===== src/rtl/muldiv_ctrl.sv =====
// muldiv_ctrl -- issue and HI/LO control for the M1 multiply/divide path.
//
// Accepts MULT/MULTU/DIV/DIVU/MFHI/MFLO/MTHI/MTLO from execute, launches the
// iterative multiplier or divider over a toggle-level (ABP) handshake, and
// captures the unit result into the architectural HI/LO registers. While a
// unit is in flight every incoming op is stalled.
//
// Ports:
//   sys_clock_i, sys_reset_i    clock, synchronous active-high reset
//   op_valid_i, op_i, a_i, b_i  execute-stage op strobe, opcode, rs/rt
//   stall_o                     op not accepted this cycle (combinational)
//   result_o, result_valid_o    MFHI/MFLO read data and its strobe
//   busy_o                      a unit is in flight
//   hi_o, lo_o                  architectural HI/LO
//   opnd_a_o, opnd_b_o,
//   opnd_signed_o               registered operands shared by both units
//   mul_req_o / mul_ack_i       multiplier request / acknowledge levels
//   mul_product_i               64-bit product
//   div_req_o / div_ack_i       divider request / acknowledge levels
//   div_quotient_i,
//   div_remainder_i             divider results
module muldiv_ctrl #(
  parameter bit DIV0_BYPASS = 1'b1
) (
  input  logic        sys_clock_i,
  input  logic        sys_reset_i,
  input  logic        op_valid_i,
  input  logic [2:0]  op_i,
  input  logic [31:0] a_i,
  input  logic [31:0] b_i,
  output logic        stall_o,
  output logic [31:0] result_o,
  output logic        result_valid_o,
  output logic        busy_o,
  output logic [31:0] hi_o,
  output logic [31:0] lo_o,
  output logic [31:0] opnd_a_o,
  output logic [31:0] opnd_b_o,
  output logic        opnd_signed_o,
  output logic        mul_req_o,
  input  logic        mul_ack_i,
  input  logic [63:0] mul_product_i,
  output logic        div_req_o,
  input  logic        div_ack_i,
  input  logic [31:0] div_quotient_i,
  input  logic [31:0] div_remainder_i
);

  localparam logic [2:0] OP_MULT  = 3'b000;
  localparam logic [2:0] OP_MULTU = 3'b001;
  localparam logic [2:0] OP_DIV   = 3'b010;
  localparam logic [2:0] OP_DIVU  = 3'b011;
  localparam logic [2:0] OP_MFHI  = 3'b100;
  localparam logic [2:0] OP_MFLO  = 3'b101;
  localparam logic [2:0] OP_MTHI  = 3'b110;
  localparam logic [2:0] OP_MTLO  = 3'b111;

  typedef enum logic [1:0] {
    IDLE     = 2'd0,
    MUL_WAIT = 2'd1,
    DIV_WAIT = 2'd2
  } state_t;

  state_t state_r;
  logic   accept_s;
  logic   is_mf_s;

  // Issue-side decode: stall, accept and the MFHI/MFLO read port.
  always_comb begin
    busy_o         = (state_r != IDLE);
    stall_o        = op_valid_i & busy_o;
    accept_s       = op_valid_i & ~busy_o;
    is_mf_s        = (op_i == OP_MFHI) | (op_i == OP_MFLO);
    result_valid_o = accept_s & is_mf_s;
    // op_i[0] selects LO for MFLO, HI for MFHI.
    if (op_i[0]) begin
      result_o = lo_o;
    end else begin
      result_o = hi_o;
    end
  end

  // Control FSM with HI/LO, operand and request-level registers.
  always_ff @(posedge sys_clock_i) begin
    if (sys_reset_i) begin
      state_r       <= IDLE;
      hi_o          <= 32'd0;
      lo_o          <= 32'd0;
      opnd_a_o      <= 32'd0;
      opnd_b_o      <= 32'd0;
      opnd_signed_o <= 1'b0;
      mul_req_o     <= 1'b0;
      div_req_o     <= 1'b0;
    end else begin
      case (state_r)
        IDLE: begin
          if (accept_s) begin
            case (op_i)
              OP_MULT, OP_MULTU: begin
                opnd_a_o      <= a_i;
                opnd_b_o      <= b_i;
                opnd_signed_o <= (op_i == OP_MULT);
                mul_req_o     <= ~mul_req_o;
                state_r       <= MUL_WAIT;
              end
              OP_DIV, OP_DIVU: begin
                if (DIV0_BYPASS && (b_i == 32'd0)) begin
                  // Divide by zero never reaches the divider.
                  hi_o <= a_i;
                  lo_o <= 32'hFFFF_FFFF;
                end else begin
                  opnd_a_o      <= a_i;
                  opnd_b_o      <= b_i;
                  opnd_signed_o <= (op_i == OP_DIV);
                  div_req_o     <= ~div_req_o;
                  state_r       <= DIV_WAIT;
                end
              end
              OP_MTHI: hi_o <= a_i;
              OP_MTLO: lo_o <= a_i;
              default: begin
                // MFHI/MFLO are served combinationally; no state change.
              end
            endcase
          end
        end
        MUL_WAIT: begin
          // Completion is the level match, independent of unit latency.
          if (mul_ack_i == mul_req_o) begin
            hi_o    <= mul_product_i[63:32];
            lo_o    <= mul_product_i[31:0];
            state_r <= IDLE;
          end
        end
        DIV_WAIT: begin
          if (div_ack_i == div_req_o) begin
            hi_o    <= div_remainder_i;
            lo_o    <= div_quotient_i;
            state_r <= IDLE;
          end
        end
        default: state_r <= IDLE;
      endcase
    end
  end

endmodule


===== config.mk =====
export PLATFORM = sky130hd
export DESIGN_NAME = muldiv_ctrl
export DESIGN_NICKNAME = d
export VERILOG_FILES = /design/src/rtl/muldiv_ctrl.sv
export SDC_FILE = /design/constraint.sdc
export NUM_CORES = 1
export LEC_CHECK = 0
export ABC_AREA = 0
export BUFFER_PORTS_ARGS = -buffer_cell sky130_fd_sc_hd__buf_2
export CORE_MARGIN = 2
export CORE_UTILIZATION = 35
export CTS_CLUSTER_DIAMETER = 30
export CTS_CLUSTER_SIZE = 25
export DETAILED_ROUTE_END_ITERATION = 12
export PLACE_DENSITY = 0.71
export RECOVER_POWER = 100
export SLEW_MARGIN = 0
export SYNTH_ARGS = -nofsm -noshare
export SYNTH_HDL_FRONTEND = slang
export SYNTH_SLANG_ARGS = --single-unit

===== constraint.sdc =====
create_clock -name sys_clock_i -period 4.5 [get_ports sys_clock_i]
set_input_delay 0.225 -clock sys_clock_i [delete_from_list [all_inputs] [get_ports sys_clock_i]]
set_output_delay 0.225 -clock sys_clock_i [all_outputs]
set_load 0.02 [all_outputs]

==> flow_summary.json, run 1 <==
{
  "min_to": "opnd_b_o[13]",
  "drive_above_1_share_pct": 26.3,
  "worst_slack_ns": 1.32,
  "htreeDepth": 4,
  "reg2reg_depth": 8,
  "grt_start_max_net_pins": 99,
  "dieHeight_um": 146,
  "period_needed_ns": 3.18,
  "grt_pass1_wl_um": 40600,
  "fin_util_pct": 47.5,
  "ctsResizeCount": 0,
  "fill_cells": 2058,
  "finClkSkew_ns": 0.00750,
  "yosysMostFrequentCell": "nand2_1",
  "placed_cells": 1440,
  "post-cts-setup-buffer-count": 0,
  "worstPathMaxFanout": 28,
  "r2r_setup_slack_ns": 1.52,
  "yosys-top-cells-count": "nand2_1, dfxtp_1, a21oi_1",
  "antenna_left": 0,
  "cp.required_ns": 4.28,
  "area_growth_pct": 31.8,
  "routed_via_density": 5.35,
  "cap_violations": 1,
  "rows": 51,
  "clk_latency_ns": 0.41,
  "cts_buffers": 17,
  "synth_area_per_cell_um2": 7.93,
  "grt_usage_pct": 24.0,
  "setup_tns_ns": 0,
  "initial_utilization_pct": 36.0,
  "crit_type": "input pin to output pin",
  "drv_slew": 29,
  "syn_area_um2": 7050,
  "synth_warnings": 0,
  "cts_root_buf": "clkbuf_16",
  "cts_sinks": 133,
  "hold_path_class": "input pin to register",
  "max_freq_mhz": 314,
  "drc": 0,
  "die_w_um": 146,
  "wl_per_cell_um": 17.9,
  "violations": "max-capacitance violations, max-slew violations",
  "fin_area_um2": 9300,
  "clockBufferDepth": 2,
  "core-area_um2": 19600,
  "layout.nets": 1398,
  "hpwl_um": 18200,
  "clk_pin_slew_ns": 0.06,
  "min_from": "b_i[13]",
  "holdPathStages": 3,
  "drt_pre_antenna_iters": 5,
  "outcome": "complete, but fails checks",
  "synth-seq-cells": 133,
  "final_cells": 1472,
  "synth_top_cells_by_area": "dfxtp_1, a21oi_1, nand2_1, a22oi_1, o41ai_2",
  "synth_top_area_share_pct": 37.8,
  "synth_fp_nets": 1093,
  "overflow": 0,
  "gp_congestion": 0.875,
  "endpoint_kind": "output pin",
  "r2r-end": "opnd_a_o[0]",
  "setup_viol": 0,
  "cts_tree": "done",
  "r2r-start": "state_r[0]",
  "dpl-instance-area_um2": 8930,
  "post-place-ws_ns": 1.92,
  "diodes": 0,
  "arrival_ns": 2.96,
  "fin_crit_sh_pct": 70.7,
  "cts_hold_buf": 0,
  "ir_worst_vdd_uv": 235,
  "wl_um": 26400,
  "rsz0062_at_grt": "false",
  "powerDensity_nw_per_um2": 470,
  "synth_ff_type": "dfxtp_1",
  "synth_edf_count": 0,
  "design.die.area_um2": 21300,
  "num_vias": 7877,
  "p_leak_nw": 3.62,
  "startpoint_type": "input pin",
  "hold_violations": 0,
  "synth_cell_type_count": 35,
  "grt_pass1_vias": 7290,
  "portBuffers": 365,
  "drt_iter0_markers": 364,
  "top_level_ports": 366,
  "tightest_slew_ns": 1.93,
  "synth_top_area_cell": "dfxtp_1",
  "seq_area_frac_synth_pct": 37.8,
  "slew-limit-headroom_pct": -28.4,
  "async_reset_ff_share_pct": 0,
  "netlist_instances": 889,
  "antenna_found_initial": 0
}
[per-layer routing]
layer | global-route usage [%] | wire [um] | vias to the layer above
li1 | - | - | 3791
met1 | 30.5 | 11200 | 3746
met2 | 41.0 | 13000 | 312
met3 | 3.95 | 1550 | 28
met4 | 8.38 | 554 | 0
met5 | 0 | 0 | -
[worst max path at each step]
| stage | startpoint | end | slack (ns) |
|---|---|---|---|
| final | op_i[0] | result_o[2] | 1.32 |
| after global routing | op_i[0] | result_o[2] | 1.20 |
| after CTS | state_r[0] | hi_o[17] | 1.89 |
| after detailed placement | state_r[0] | hi_o[17] | 1.92 |
| after global placement | state_r[0] | hi_o[3] | 2.00 |
| after floorplan | state_r[0] | lo_o[10] | 2.44 |
[report_power, final]
part	leakage [nW]	internal (mW)	switching [mW]
clock network	0.274	0.875	0.535
logic	2.26	0.477	1.02
registers	1.09	1.34	0.128
total	3.62	2.69	1.68
[sequential cells by signal, summed over array words and instances, names as in the netlist]
signal / cells
hi_o: 32
lo_o: 32
opnd_a_o: 32
opnd_b_o: 32
state_r: 2
div_req_o: 1
mul_req_o: 1
opnd_signed_o: 1
[worst max-delay path: stages]
cell	delay, ns
clkbuf_1	0.61
clkbuf_1	1.45
mux2_2	0.40
clkbuf_1	0.27
[layout make-up]
type | instances | area (um2) | area share [%]
clock buffer | 21 | 440 | 4.74
tap | 265 | 332 | 3.57
timing repair buffer | 376 | 1700 | 18.3
inverter | 5 | 18.8 | 0.202
multi-input combinational | 661 | 3990 | 42.9
sequential | 133 | 2660 | 28.6
clock inverter | 11 | 151 | 1.63
[cells in the final DEF, fill, tap and decap left out, types with 2 or more instances in the layout]
cell type	instances
ha_2	2
nand2_1	163
nand3_1	32
o21ai_0	98
nor3_1	3
ha_1	2
mux2_2	31
nor2b_1	34
a21oi_1	131
nor2_1	38
inv_1	5
inv_6	2
xor2_1	2
or4_1	2
o41ai_1	4
clkinvlp_4	4
or3_1	2
buf_4	9
o41ai_2	28
dfxtp_1	133
nor4_2	8
nand4_2	2
a22oi_1	64
clkbuf_16	17
buf_2	200
bufinv_16	3
clkbuf_1	169
[stage by stage]
step	power, mW	hold WS, ns
after floorplan	2.50	0.361
after global placement	3.03	0.439
after detailed placement	3.05	0.443
after CTS	4.47	0.0414
after global routing	4.60	0.0440
final	4.37	0.0631
[kinds of logic (layout without fill, tap and decap cells)]
kind of cell,after synthesis,in the layout,share of synthesized area [%]
AO/OA/AOI/OAI,336,336,31.4
flip-flops,133,133,37.8
buffers and inverters,95,413,6.12
adder cells (fa/ha/maj),4,4,0.710
multiplexers,32,32,5.11
AND/OR/NAND/NOR,286,286,18.5
XOR/XNOR,3,3,0.373
Power figures use the tool's default switching activity.
==> inputs of run 2 (changes only) <==
--- a/config.mk
+++ b/config.mk
@@ -5,14 +5,14 @@
 export SDC_FILE = /design/constraint.sdc
 export NUM_CORES = 1
 export LEC_CHECK = 0
-export ABC_AREA = 0
+export ABC_AREA = 1
 export BUFFER_PORTS_ARGS = -buffer_cell sky130_fd_sc_hd__buf_2
 export CORE_MARGIN = 2
 export CORE_UTILIZATION = 35
 export CTS_CLUSTER_DIAMETER = 30
 export CTS_CLUSTER_SIZE = 25
 export DETAILED_ROUTE_END_ITERATION = 12
-export PLACE_DENSITY = 0.71
+export PLACE_DENSITY = 0.72
 export RECOVER_POWER = 100
 export SLEW_MARGIN = 0
 export SYNTH_ARGS = -nofsm -noshare
==> constraint.sdc (replaced) <==
create_clock -name sys_clock_i -period 3.05 [get_ports sys_clock_i]
set_input_delay 0.1525 -clock sys_clock_i [delete_from_list [all_inputs] [get_ports sys_clock_i]]
set_output_delay 0.1525 -clock sys_clock_i [all_outputs]
set_load 0.02 [all_outputs]
==> run 2 against run 1 <==
The run still ends with max-capacitance violations, max-slew violations left. Utilization is 0.61 points lower. Sequential power is 66% higher. Critical path type is now register to register. Critical endpoint is now hi_o[25]. Final cell count is 7.8% higher. Worst setup slack worse by 0.78 ns. Die area is 2.4% lower. Wire length is 4.7% higher. Largest power group unchanged.
==> flow_summary.json, run 2 <==
{
  "period_needed_ns": 2.51,
  "cp_cell_sequence": "inv_1 > ha_1 > clkinv_1 > buf_2 > a221o_1 > nand2_1 > nand2_1 > nand2_1 > nor2_1",
  "hold_slack_ns": 0.0220,
  "finClkSkew_ns": 0.0110,
  "routed_via_density": 5.18,
  "wl_per_cell_um": 17.4,
  "num_vias": 8213,
  "violations": "max-capacitance violations, max-slew violations",
  "synth_top_area_cell": "dfxtp_1",
  "synthSimpleGateAreaFrac_pct": 33.2,
  "p_leak_nw": 3.95,
  "cts_sinks": 133,
  "ctsResizeCount": 0,
  "top_level_ports": 366,
  "final_cell_mix": "nand2_1, buf_2, clkbuf_1",
  "cts_buffers": 17,
  "drv_slew": 34,
  "seq_area_um2": 2660,
  "powerDensity_nw_per_um2": 1050,
  "synth_mux_area_share_pct": 0,
  "synth_top_area_share_pct": 38.7,
  "seq_area_frac_synth_pct": 38.7,
  "gp_congestion": 0.950,
  "arrival_ns": 2.86,
  "worstPathMaxFanout": 63,
  "synth_edf_count": 0,
  "core-area_um2": 19400,
  "die_w_um": 144,
  "cts_root_buf": "clkbuf_16",
  "synth_top_family_by_area": "simple AND/OR/NAND/NOR gates",
  "drt_pre_antenna_iters": 5,
  "hold_path_class": "input pin to register",
  "crit_family": "buffers and inverters",
  "portBuffers": 365,
  "syn_area_um2": 6880,
  "dieHeight_um": 144,
  "yosys-top-cells-count": "nand2_1, dfxtp_1, nor2_1",
  "setup_viol": 0,
  "hold_violations": 0,
  "clk_pin_slew_ns": 0.06,
  "layout.nets": 1513,
  "rows": 51,
  "crit_top_cell": "nand2_1",
  "crit_buf_inv": 3,
  "synth_ff_type": "dfxtp_1",
  "rsz0062_at_grt": "false",
  "crit_type": "register to register",
  "fin_crit_sh_pct": 82.4,
  "diodes": 0,
  "async_reset_ff_share_pct": 0,
  "cts_tree": "done",
  "synth_compound_area_share_pct": 20.0,
  "critical-path-max-stage-delay_ns": 0.90,
  "netlist_instances": 997,
  "hpwl_um": 19500,
  "fill_cells": 2084,
  "design.die.area_um2": 20800,
  "post-cts-setup-buffer-count": 0,
  "antenna_found_initial": 0,
  "startpoint_type": "register",
  "synth_warnings": 0,
  "cap_violations": 1,
  "synthXorXnorAreaFrac_pct": 0,
  "yosysMostFrequentCell": "nand2_1",
  "grt_pass1_vias": 7159,
  "clk_latency_ns": 0.42,
  "dpl-instance-area_um2": 8780,
  "synth_fp_nets": 1201,
  "ir_worst_vdd_uv": 434,
  "clockBufferDepth": 2,
  "htreeDepth": 4,
  "grt_pass1_wl_um": 39500,
  "max_freq_mhz": 398,
  "slowest_stage": "buf_2",
  "layout_commonest_cell": "nand2_1",
  "grt_usage_pct": 24.9,
  "area_growth_pct": 32.1,
  "drive_above_1_share_pct": 21.9,
  "outcome": "complete, but fails checks",
  "initial_utilization_pct": 35.5,
  "drc": 0,
  "slew-limit-headroom_pct": -22.6,
  "synth_fa_ha_area_share_pct": 0.728,
  "multi_input_area_um2": 3720,
  "fin_area_um2": 9090,
  "tightest_slew_ns": 1.84,
  "drt_iter0_markers": 623,
  "setup_tns_ns": 0,
  "grt_start_max_net_pins": 67,
  "antenna_left": 0,
  "synth_top_cells_by_area": "dfxtp_1, nand2_1, nor2_1, a22o_1, nand4_1",
  "overflow": 0,
  "synth_cell_type_count": 25,
  "cts_hold_buf": 0,
  "synth-seq-cells": 133,
  "wl_um": 27600,
  "cp.required_ns": 3.40,
  "endpoint_kind": "register",
  "synth_area_per_cell_um2": 6.90
}
[run 2: worst paths after layout]
path	startpoint	end	cells past startpoint	slack (ns)
worst min register to register	opnd_a_o[22]	opnd_a_o[22]	2	0.46
worst min-delay path	b_i[13]	opnd_b_o[13]	3	0.02
worst max-delay path	state_r[0]	hi_o[25]	9	0.54
worst max register to register	state_r[0]	hi_o[25]	9	0.54
[run 2: cells by family after synthesis]
logic type      count (synthesis)
compound gates                216
fa+ha+maj                       4
simple gates                  537
buf+inv                       107
flops                         133
[run 2: layout make-up]
type / count / share of cell area [%]
Multi-Input combinational cell: 757 / 41.0
Sequential cell: 133 / 29.3
Timing Repair Buffer: 381 / 19.2
Clock buffer: 18 / 4.83
Tap cell: 265 / 3.65
Clock inverter: 14 / 1.27
Inverter: 19 / 0.785
[run 2: power breakdown]
group          switching [mW]  internal, mW
clock network           0.845          1.08
logic                    3.44          1.73
registers               0.295          2.14
[run 2: per-layer routing]
layer	vias to the layer above	part of all wire, %	global-route usage, %
met5	-	0	0
met4	0	1.0	5.67
met3	23	9.5	6.52
met2	420	46	38.8
met1	3743	43	34.6
li1	4027	-	-
[run 2: worst reg2reg max path: stages, from the launching register on]
cell,delay [ns]
dfxtp_1,0.37
inv_1,0.09
ha_1,0.43
clkinv_1,0.09
buf_2,0.90
a221o_1,0.30
nand2_1,0.07
nand2_1,0.06
nand2_1,0.05
nor2_1,0.09
[run 2: per-stage QoR]
step                      utilization (%)  power [mW]  cells  setup slack (ns)
final                                46.9        9.54   1587             0.537
after global routing                 46.9        10.2   1587             0.331
after floorplan                         -        6.32    997              1.32
after detailed placement             45.2        7.84   1555             0.867
after CTS                            48.1        9.79   1587             0.894
after global placement               45.2        7.77   1555             0.899
==> inputs of run 3 (changes only) <==
--- a/config.mk
+++ b/config.mk
@@ -5,14 +5,14 @@
 export SDC_FILE = /design/constraint.sdc
 export NUM_CORES = 1
 export LEC_CHECK = 0
-export ABC_AREA = 1
+export ABC_AREA = 0
 export BUFFER_PORTS_ARGS = -buffer_cell sky130_fd_sc_hd__buf_2
 export CORE_MARGIN = 2
 export CORE_UTILIZATION = 35
 export CTS_CLUSTER_DIAMETER = 30
 export CTS_CLUSTER_SIZE = 25
 export DETAILED_ROUTE_END_ITERATION = 12
-export PLACE_DENSITY = 0.72
+export PLACE_DENSITY = 0.74
 export RECOVER_POWER = 100
 export SLEW_MARGIN = 0
 export SYNTH_ARGS = -nofsm -noshare
==> constraint.sdc (replaced) <==
create_clock -name sys_clock_i -period 2 [get_ports sys_clock_i]
set_input_delay 0.1 -clock sys_clock_i [delete_from_list [all_inputs] [get_ports sys_clock_i]]
set_output_delay 0.1 -clock sys_clock_i [all_outputs]
set_load 0.02 [all_outputs]
==> run 3 against run 2 <==
The flow now finishes without violations. Combinational power fell by 25%. Register-to-register slack got worse by 0.50 ns. Final cell count fell by 1.0%. Hold slack got worse by 0.011 ns. Via count rose by 2.1%. Critical path depth did not move. Critical endpoint is now hi_o[7]. Utilization rose by 6.8 points. Clock-buffer cell count rose by 5.
==> flow_summary.json, run 3 (synthesis gave the netlist of run 1 again) <==
{
  "outcome": "completed",
  "dpl-instance-area_um2": 9240,
  "startpoint_type": "register",
  "p_leak_nw": 4.14,
  "switchingPower_mw": 3.94,
  "drc": 0,
  "layout.nets": 1497,
  "rsz0062_at_grt": "true",
  "arrival_ns": 2.31,
  "drive_above_1_share_pct": 28.0,
  "r2r_setup_slack_ns": 0.04,
  "htreeDepth": 4,
  "fin_area_um2": 10500,
  "clockBufferDepth": 2,
  "critical-path-max-stage-delay_ns": 0.36,
  "cts_root_buf": "clkbuf_16",
  "drt_iter0_markers": 516,
  "max_freq_mhz": 510,
  "initial_utilization_pct": 36.0,
  "overflow": 0,
  "dieHeight_um": 146,
  "crit_type": "register to register",
  "ir_worst_vdd_uv": 523,
  "seqPwrFrac_pct": 32.6,
  "hpwl_um": 19400,
  "endpoint_kind": "register",
  "p_clk_share_pct": 29.3,
  "wl_um": 29000,
  "area_growth_pct": 49.1,
  "grt_start_max_net_pins": 97,
  "grt_pass1_wl_um": 43400,
  "period_needed_ns": 1.96,
  "slew-limit-headroom_pct": 58.7,
  "finClkSkew_ns": 0.0175,
  "hold_slack_ns": 0.0107,
  "grt_pass1_vias": 7957,
  "drv_slew": 0,
  "drt_pre_antenna_iters": 5,
  "fin_crit_sh_pct": 98.0,
  "p_total_mw": 10.2,
  "core-area_um2": 19600,
  "gp_congestion": 0.870,
  "setup_viol": 0,
  "hold_path_class": "input pin to register",
  "cts_sinks": 133,
  "cp.required_ns": 2.35,
  "slowest_stage": "a221o_1",
  "grt_usage_pct": 25.5,
  "portBuffers": 365,
  "crit_buf_inv": 4,
  "rows": 51,
  "sw_frac_of_total_pct": 38.7,
  "clk_pin_slew_ns": 0.06,
  "comb_power_share_pct": 38.1,
  "internal_power_mw": 6.25,
  "cts_buffers": 17,
  "cp_cell_sequence": "buf_4 > ha_4 > a221o_1 > buf_6 > nor3_4 > buf_6 > buf_4 > nand3_1 > a21oi_1",
  "design.die.area_um2": 21300,
  "top_level_ports": 366,
  "num_vias": 8382,
  "cts_tree": "done",
  "post-place-ws_ns": -0.0476,
  "crit_family": "buffers and inverters",
  "wl_per_cell_um": 18.5,
  "layout_commonest_cell": "buf_2",
  "clk_latency_ns": 0.42,
  "antenna_found_initial": 1,
  "worstPathMaxFanout": 8,
  "hold_violations": 0,
  "cap_violations": 0,
  "antenna_left": 0,
  "worst_slack_ns": 0.0400,
  "die_w_um": 146,
  "tightest_slew_ns": 0.619,
  "routed_via_density": 5.34,
  "final_cell_mix": "buf_2, clkbuf_1, nand2_1",
  "powerDensity_nw_per_um2": 969
}
[run 3: per-stage QoR]
step | std cells | TNS [ns] | utilization, %
floorplan | 889 | -0.0530 | -
global placement | 1464 | 0 | 47.1
detailed placement | 1464 | -0.225 | 47.1
CTS | 1561 | 0 | 53.6
global route | 1571 | -0.152 | 53.7
finish | 1571 | 0 | 53.7
[run 3: worst paths after layout]
path	from	to	depth (start not counted)
max reg2reg	state_r[0]	hi_o[7]	9
min reg2reg	opnd_b_o[17]	opnd_b_o[17]	2
max	state_r[0]	hi_o[7]	9
min	a_i[31]	opnd_a_o[31]	3
[run 3: final cells by class]
type,count,area [um2]
repair buffers,475,2780
clock buffers,23,488
clock inverters,8,75.1
fillers,1923,9070
multi-input cells,661,4150
inverters,5,21.3
diodes,1,2.50
flip-flops and latches,133,2670
well taps,265,332
[run 3: power by group through the flow]
| stage | registers, mW | logic [mW] | clock network (mW) |
|---|---|---|---|
| 2_1_floorplan | 3.66 | 1.97 | 0 |
| 3_3_place_gp | 3.35 | 3.61 | 0 |
| 3_5_place_dp | 3.35 | 3.68 | 0 |
| 5_1_grt | 3.36 | 4.19 | 3.17 |
| 6_report | 3.32 | 3.89 | 2.99 |
| 4_1_cts | 3.30 | 3.86 | 3.04 |
[run 3: timing repair]
item	4_1_cts	5_1_grt
hold buffers	64	0
gates resized for setup	5	40
endpoints found under the hold margin	64	0
endpoints found under the setup margin	16	131
gates cloned	1	1
pin swaps	1	7
setup buffers	1	8
[run 3: worst reg2reg max path: cells and delay by family, from the launching register on]
family                   cells  cell delay (ns)
AO/OA/AOI/OAI                2             0.49
buffers and inverters        4             0.63
flip-flops                   1             0.33
AND/OR/NAND/NOR              2             0.31
adder cells (fa/ha/maj)      1             0.16
[run 3: metal layers]
metal  global-route usage (%)  wire [um]  vias up
met2                     45.0      14500      415
met5                        0          0        -
met1                     30.4      11700     3911
met3                     4.45       1820       80
li1                         -          -     3976
met4                     11.1        993        0
